===== config.mk =====
export PLATFORM = sky130hd
export DESIGN_NAME = accel_port_fifo
export DESIGN_NICKNAME = d
export VERILOG_FILES = /design/src/rtl/accel_port_fifo.sv
export SDC_FILE = /design/constraint.sdc
export NUM_CORES = 1
export LEC_CHECK = 0
export ABC_AREA = 0
export CAP_MARGIN = 25
export CORE_MARGIN = 2
export CORE_UTILIZATION = 48
export DETAILED_ROUTE_END_ITERATION = 8
export GPL_TIMING_DRIVEN = 0
export PLACE_DENSITY = 0.69
export SLEW_MARGIN = 20
export SYNTH_ARGS = -nofsm -noshare
export SYNTH_HDL_FRONTEND = slang
export SYNTH_SLANG_ARGS = --single-unit

===== constraint.sdc =====
create_clock -name i_clk -period 3.85 [get_ports i_clk]
set_input_delay 0.77 -clock i_clk [delete_from_list [all_inputs] [get_ports i_clk]]
set_output_delay 0.77 -clock i_clk [all_outputs]
set_load 0.02 [all_outputs]

===== src/rtl/accel_port_fifo.sv =====
// Registered-output word FIFO between the shared bus controller and one accelerator port.
// The optional sticky overflow/underflow flags and their clear input exist only when ACCEL_FIFO_ERR_EN is defined.
module accel_port_fifo #(
  parameter int DATA_W   = 32,
  parameter int DEPTH    = 16,
  parameter int AF_LEVEL = DEPTH - 2,
  parameter int AE_LEVEL = 2
) (
  input  logic                     i_clk,
  input  logic                     i_rst_n,
  input  logic                     i_put_req,
  input  logic [DATA_W-1:0]        i_put_data,
  input  logic                     i_get_req,
  output logic [DATA_W-1:0]        o_get_data,
  output logic                     o_get_valid,
  output logic                     o_full,
  output logic                     o_empty,
  output logic                     o_almost_full,
  output logic                     o_almost_empty,
  output logic [$clog2(DEPTH):0]   o_count
`ifdef ACCEL_FIFO_ERR_EN
  ,
  input  logic                     i_err_clr,
  output logic                     o_ovf_err,
  output logic                     o_udf_err
`endif
);

  localparam int AW = $clog2(DEPTH);
  localparam int CW = AW + 1;
  localparam logic [CW-1:0] DEPTH_C = CW'(DEPTH);
  localparam logic [CW-1:0] AF_C    = CW'(AF_LEVEL);
  localparam logic [CW-1:0] AE_C    = CW'(AE_LEVEL);

  logic [DATA_W-1:0] r_mem [DEPTH];
  logic [AW-1:0]     r_wr_ptr;
  logic [AW-1:0]     r_rd_ptr;
  logic [CW-1:0]     r_count;
  logic              r_full;
  logic              r_empty;
  logic              r_almost_full;
  logic              r_almost_empty;
  logic [DATA_W-1:0] r_get_data;
  logic              r_get_valid;

  logic              w_put_acc;
  logic              w_get_acc;
  logic [CW-1:0]     w_count_nxt;

  // Accept decisions use the registered flags, so full+both favours the get and empty+both favours the put.
  assign w_put_acc = i_put_req && !r_full;
  assign w_get_acc = i_get_req && !r_empty;

  always_comb begin
    w_count_nxt = r_count;
    case ({w_put_acc, w_get_acc})
      2'b10:   w_count_nxt = r_count + CW'(1);
      2'b01:   w_count_nxt = r_count - CW'(1);
      default: w_count_nxt = r_count;
    endcase
  end

  always_ff @(posedge i_clk) begin
    if (w_put_acc) begin
      r_mem[r_wr_ptr] <= i_put_data;
    end
  end

  always_ff @(posedge i_clk or negedge i_rst_n) begin
    if (!i_rst_n) begin
      r_wr_ptr <= '0;
      r_rd_ptr <= '0;
      r_count  <= '0;
    end else begin
      if (w_put_acc) begin
        r_wr_ptr <= r_wr_ptr + AW'(1);
      end
      if (w_get_acc) begin
        r_rd_ptr <= r_rd_ptr + AW'(1);
      end
      r_count <= w_count_nxt;
    end
  end

  // Flags are computed from the next count so they line up with r_count.
  always_ff @(posedge i_clk or negedge i_rst_n) begin
    if (!i_rst_n) begin
      r_full         <= 1'b0;
      r_empty        <= 1'b1;
      r_almost_full  <= 1'b0;
      r_almost_empty <= 1'b1;
    end else begin
      r_full         <= (w_count_nxt == DEPTH_C);
      r_empty        <= (w_count_nxt == '0);
      r_almost_full  <= (w_count_nxt >= AF_C);
      r_almost_empty <= (w_count_nxt <= AE_C);
    end
  end

  always_ff @(posedge i_clk or negedge i_rst_n) begin
    if (!i_rst_n) begin
      r_get_data  <= '0;
      r_get_valid <= 1'b0;
    end else begin
      r_get_valid <= w_get_acc;
      if (w_get_acc) begin
        r_get_data <= r_mem[r_rd_ptr];
      end
    end
  end

`ifdef ACCEL_FIFO_ERR_EN
  logic r_ovf_err;
  logic r_udf_err;
  logic w_ovf_set;
  logic w_udf_set;

  // A get against an empty FIFO is not an underflow if the same cycle's put lands in it.
  assign w_ovf_set = i_put_req && r_full;
  assign w_udf_set = i_get_req && r_empty && !w_put_acc;

  always_ff @(posedge i_clk or negedge i_rst_n) begin
    if (!i_rst_n) begin
      r_ovf_err <= 1'b0;
      r_udf_err <= 1'b0;
    end else begin
      if (w_ovf_set) begin
        r_ovf_err <= 1'b1;
      end else if (i_err_clr) begin
        r_ovf_err <= 1'b0;
      end
      if (w_udf_set) begin
        r_udf_err <= 1'b1;
      end else if (i_err_clr) begin
        r_udf_err <= 1'b0;
      end
    end
  end

  assign o_ovf_err = r_ovf_err;
  assign o_udf_err = r_udf_err;
`endif

  assign o_get_data     = r_get_data;
  assign o_get_valid    = r_get_valid;
  assign o_full         = r_full;
  assign o_empty        = r_empty;
  assign o_almost_full  = r_almost_full;
  assign o_almost_empty = r_almost_empty;
  assign o_count        = r_count;

endmodule


==> flow_metrics.env, run 1 <==
export IMPL_status="completed"
export IMPL_clk_latency_ns=0.60
export IMPL_ctsRootBufferMaster="clkbuf_16"
export IMPL_yosys_area_top_type="edfxtp_1"
export IMPL_die_area_um2=46300
export IMPL_min_period_ns=3.63
export IMPL_avgRoutedWirePerCell_um=26.2
export IMPL_reg2reg_from="o_empty"
export IMPL_cp_data_required_time_ns=4.31
export IMPL_initial_core_util=0.485
export IMPL_p_total_uw=18600
export IMPL_worst_pin_slew_ns=1.15
export IMPL_fmaxAchievable_mhz=276
export IMPL_drtIter0Drc=912
export IMPL_cts_max_path_buffers=3
export IMPL_synthFlopType="edfxtp_1"
export IMPL_syn_cell_area_um2=21400
export IMPL_layout_drive_gt1_share=0.217
export IMPL_max_slew_margin=0.234
export IMPL_clk_pin_slew_ns=0.06
export IMPL_syn_area_per_cell_um2=21.6
export IMPL_num_io_pins=78
export IMPL_fin_skew_ns=0.0148
export IMPL_cts_max_level=2
export IMPL_io_buffers=77
export IMPL_cp_arrival_ns=4.09
export IMPL_grt_max_degree=30
export IMPL_leakagePower_uw=0.00824
export IMPL_hpwlAfterDp_um=29000
export IMPL_critPathLaunchType="input pin"
export IMPL_cts_resized=0
export IMPL_final_core_util=0.572
export IMPL_slew_viol_final=0
export IMPL_power_density_nw_per_um2=735
export IMPL_syn_nets=1034
export IMPL_die_width_um=215
export IMPL_fin_tns_setup_ns=0
export IMPL_finalNonFillerCells=1786
export IMPL_yosys_top_cells_area="edfxtp_1, mux4_2, dfrtp_1"
export IMPL_area_growth_pct=18.0
export IMPL_via_count=10300
export IMPL_grt_use_total=0.205
export IMPL_place_gp_congestion=0.703
export IMPL_yosys_warnings=0
export IMPL_r2r_cells=11
export IMPL_core_area_um2=44100
export IMPL_cts_buffers=55
export IMPL_ys_top_cells_by_count="edfxtp_1, mux4_2, mux2i_1"
export IMPL_setup_viol=0
export IMPL_critical_path_startpoint="i_get_req"
export IMPL_antenna_found_initial=3
export IMPL_worstSetupPathType="in2reg"
export IMPL_ant_nets=0
export IMPL_hold_slack_ns=0.130
export IMPL_routed_wl_um=46900
export IMPL_yosysUniqueCellTypes=34
export IMPL_n_fill_cell=3290
export IMPL_grt_pass1_wl_um=68800
export IMPL_grt_pass1_vias=10600
export IMPL_synth_top_area_share=0.719
export IMPL_finalHoldViolCount=0
export IMPL_ir_drop_mv=0.405
export IMPL_drv_cap=0
export IMPL_reg2reg_slack_ns=0.25
export IMPL_clkSinkCount=562
export IMPL_ys_seq_elements=562
export IMPL_postCtsSetupBuffers=0
export IMPL_yosysSeqAreaShare=0.778
export IMPL_synth_edf_count=512
export IMPL_worst_r2r_endpoint="o_almost_empty"
export IMPL_path_max_fanout=9
export IMPL_fin_crit_sh=0.942
export IMPL_min_path_type="in2async"
export IMPL_drtPass1Iterations=5
export IMPL_synth_most_common_cell="edfxtp_1"
export IMPL_num_nets_final=1191
export IMPL_cts_tree="done"
export IMPL_cp_end_kind="flip-flop"
export IMPL_rsz0062_at_grt="false"
export IMPL_grt_overflow_total=0
export IMPL_dp_cells=1682
export IMPL_vias_per_cell=5.76
export IMPL_async_flop_share=0.0890
export IMPL_cts_hold_buf=0
export IMPL_fp_dieH_um=215
export IMPL_rows=77
export IMPL_drcViolationCount=0
export IMPL_postSynthCellCount=989
## layer usage
metal | global-route usage | up-vias | share of wire
li1 | - | 4397 | -
met1 | 0.288 | 5500 | 0.43
met2 | 0.340 | 330 | 0.50
met3 | 0.0392 | 66 | 0.061
met4 | 0.0448 | 2 | 0.015
met5 | 0 | - | 0.00023
## area by class of cell
type | instances | area, um^2 | area share
flip-flops and latches | 562 | 16600 | 0.659
multi-input cells | 370 | 4650 | 0.184
clock buffers | 81 | 1520 | 0.0601
repair buffers | 101 | 1260 | 0.0501
well taps | 592 | 741 | 0.0294
plain buffers | 51 | 214 | 0.00848
clock inverters | 23 | 189 | 0.00749
inverters | 5 | 18.8 | 0.000744
diodes | 1 | 2.50 | 0.0000992
## registers in the layout (all words and copies together) (netlist names)
name	cells
o_full	1
o_almost_full	1
o_get_data	32
r_wr_ptr	4
r_mem	512
o_get_valid	1
o_almost_empty	1
o_count	5
o_empty	1
r_rd_ptr	4
## worst max path at each step
stage | to
finish | o_almost_empty
floorplan | r_mem[7][0]
global route | o_almost_empty
detailed placement | o_almost_empty
global placement | r_mem[11][27]
CTS | o_almost_empty
## report_power, final
part	total [uW]	internal (uW)	switching, uW
Sequential	7820	7510	314
Combinational	5650	2530	3120
Clock	5080	2920	2160
Total	18600	13000	5600
## critical path: stages
cell	delay, ns
clkdlybuf4s50_1	0.41
nand2b_1	0.51
inv_1	0.38
ha_1	0.31
buf_4	0.17
xor2_1	0.16
ha_1	0.23
o211a_1	0.23
o31ai_1	0.20
a31oi_1	0.08
xor2_1	0.20
a2111oi_0	0.43
## through the flow
| step | setup slack [ns] | cell area [um^2] |
|---|---|---|
| after floorplan | 0.712 | 21400 |
| after global placement | -1.84 | 22900 |
| after detailed placement | -0.693 | 23500 |
| after CTS | 0.189 | 25200 |
| after global routing | 0.0306 | 25200 |
| final | 0.223 | 25200 |
## cell families after synthesis
| group | Yosys count | share of synthesized area |
|---|---|---|
| AO/OA/AOI/OAI | 76 | 0.0188 |
| XOR/XNOR | 11 | 0.00451 |
| adder cells (fa/ha/maj) | 9 | 0.00527 |
| buffers and inverters | 57 | 0.0111 |
| flip-flops | 562 | 0.778 |
| multiplexers | 194 | 0.166 |
| AND/OR/NAND/NOR | 80 | 0.0170 |
## cell usage in the layout, fill, tap and decap left out, types with 3 or more instances in the layout
cell / netlist / routed
mux2i_1: 65 / 65
buf_8: 0 / 5
buf_16: 0 / 9
nor3_4: 0 / 4
clkinv_1: 0 / 13
buf_12: 0 / 7
clkinv_2: 0 / 5
clkbuf_16: 0 / 56
dfrtp_1: 48 / 48
buf_1: 7 / 7
nand2b_1: 4 / 4
edfxtp_1: 512 / 512
clkbuf_1: 29 / 51
nand2_1: 14 / 14
a21oi_1: 34 / 34
o21ai_0: 36 / 36
buf_6: 0 / 3
inv_1: 5 / 5
buf_2: 15 / 15
ha_1: 9 / 9
nor2_1: 47 / 35
bufinv_16: 0 / 3
xnor2_1: 9 / 9
clkdlybuf4s50_1: 0 / 76
nor2_4: 0 / 12
mux4_2: 128 / 128
Note: power is estimated with default switching activity, not from simulation.
==> run 2: changes to the inputs <==
- CORE_MARGIN: 2 -> unset
==> flow_metrics.env, run 2 (synthesis results as in run 1) <==
export IMPL_status="completed"
export IMPL_layout_commonest_cell="edfxtp_1"
export IMPL_vias_per_cell=5.79
export IMPL_grt_pass1_wl_um=70000
export IMPL_initial_core_util=0.491
export IMPL_ir_drop_mv=0.384
export IMPL_clkSinkCount=562
export IMPL_largest_reg_flops=512
export IMPL_routed_wl_um=47700
export IMPL_rows=76
export IMPL_final_cell_mix="edfxtp_1, mux4_2, clkdlybuf4s50_1, mux2i_1, clkbuf_16"
export IMPL_ctsRootBufferMaster="clkbuf_16"
export IMPL_drtPass1Iterations=6
export IMPL_pre_cts_ws_ns=-0.701
export IMPL_die_area_um2=45400
export IMPL_layout_drive_gt1_share=0.236
export IMPL_num_nets_final=1201
export IMPL_postCtsSetupBuffers=0
export IMPL_area_growth_pct=19.5
export IMPL_grt_pass1_vias=10400
export IMPL_power_density_nw_per_um2=738
export IMPL_max_slew_margin=0.267
export IMPL_worst_pin_slew_ns=1.10
export IMPL_path_max_fanout=9
export IMPL_drtIter0Drc=977
export IMPL_final_core_util=0.587
export IMPL_clk_latency_ns=0.60
export IMPL_core_area_um2=43600
export IMPL_grt_use_total=0.219
export IMPL_setup_viol=0
export IMPL_worstSetupPathType="in2reg"
export IMPL_fp_dieH_um=213
export IMPL_grt_overflow_total=0
export IMPL_cp_arrival_ns=3.85
export IMPL_cp_data_required_time_ns=4.28
export IMPL_clk_pin_slew_ns=0.06
export IMPL_cts_max_path_buffers=3
export IMPL_grt_max_degree=29
export IMPL_die_width_um=213
export IMPL_antenna_found_initial=3
export IMPL_critPathLaunchType="input pin"
export IMPL_slew_viol_final=0
export IMPL_cts_tree="done"
export IMPL_cp_end_kind="flip-flop"
export IMPL_rsz0062_at_grt="false"
export IMPL_hpwlAfterDp_um=30300
export IMPL_num_io_pins=78
export IMPL_min_period_ns=3.42
export IMPL_avgRoutedWirePerCell_um=26.7
export IMPL_cts_buffers=54
export IMPL_fin_crit_sh=0.890
export IMPL_worst_slack_ns=0.425
export IMPL_ant_nets=0
export IMPL_leakagePower_uw=0.00839
export IMPL_fmaxAchievable_mhz=292
export IMPL_largest_register="r_mem"
export IMPL_fin_skew_ns=0.0168
export IMPL_finalHoldViolCount=0
export IMPL_via_count=10300
export IMPL_min_path_type="in2async"
export IMPL_drv_cap=0
export IMPL_drcViolationCount=0
export IMPL_place_gp_congestion=0.712
export IMPL_cts_max_level=2
export IMPL_io_buffers=77
==> run 2: path summary, 6_finish.rpt <==
check                                    from              to  slack [ns]  cells past startpoint
worst max-delay path                i_get_req  o_almost_empty        0.43                     12
worst min-delay path                  i_rst_n   o_get_data[4]        0.14                      1
max in group asynchronous             i_rst_n         o_empty        3.09                      2
min in group i_clk              o_get_data[5]   o_get_data[5]        0.50                      2
worst min register to register  o_get_data[5]   o_get_data[5]        0.50                      2
worst max register to register        o_empty  o_almost_empty        0.44                     11
==> run 2: final cells by class <==
type | count | area, um^2
Sequential cell | 562 | 16600
Clock buffer | 75 | 1520
Tap cell | 585 | 732
Inverter | 5 | 18.8
Buffer | 51 | 214
Multi-Input combinational cell | 370 | 4660
Clock inverter | 26 | 233
Antenna cell | 1 | 2.50
Timing Repair Buffer | 112 | 1540
Fill cell | 3205 | 18000
==> run 2: repair_timing <==
| action | CTS | global route |
|---|---|---|
| endpoints found under the setup margin | 1 | 1 |
| gates resized for setup | 0 | 1 |
| hold buffers | 0 | 0 |
==> run 2: layer usage <==
metal,track usage,up-vias,share of wire
met5,0,-,0.00048
met4,0.0633,4,0.022
met3,0.0313,70,0.056
met2,0.360,367,0.50
met1,0.308,5486,0.42
li1,-,4411,-
==> run 2: metrics by stage <==
step	total power [uW]	hold slack (ns)	instances	TNS, ns	area, um^2
global placement	13400	0.481	1651	-770.04	22900
finish	18800	0.139	1787	0	25500
detailed placement	13800	0.489	1685	-2.19	23800
global route	19600	0.145	1786	0	25500
CTS	19000	0.129	1785	0	25500
floorplan	11500	0.458	989	0	21400
==> run 2: critical path, stage by stage <==
cell and delay (ns):
clkdlybuf4s50_1 0.41, nand2b_2 0.28, inv_1 0.30, ha_1 0.29, buf_4 0.17, xor2_1 0.17, ha_1 0.22, o211a_1 0.23
o31ai_1 0.20, a31oi_1 0.08, xor2_1 0.21, a2111oi_0 0.53
==> run 2: power by group <==
part,internal [uW],total (uW),switching [uW],leakage (uW)
registers,7510,7820,315,0.00523
logic,2620,5810,3190,0.00230
clock network,3020,5210,2190,0.000861
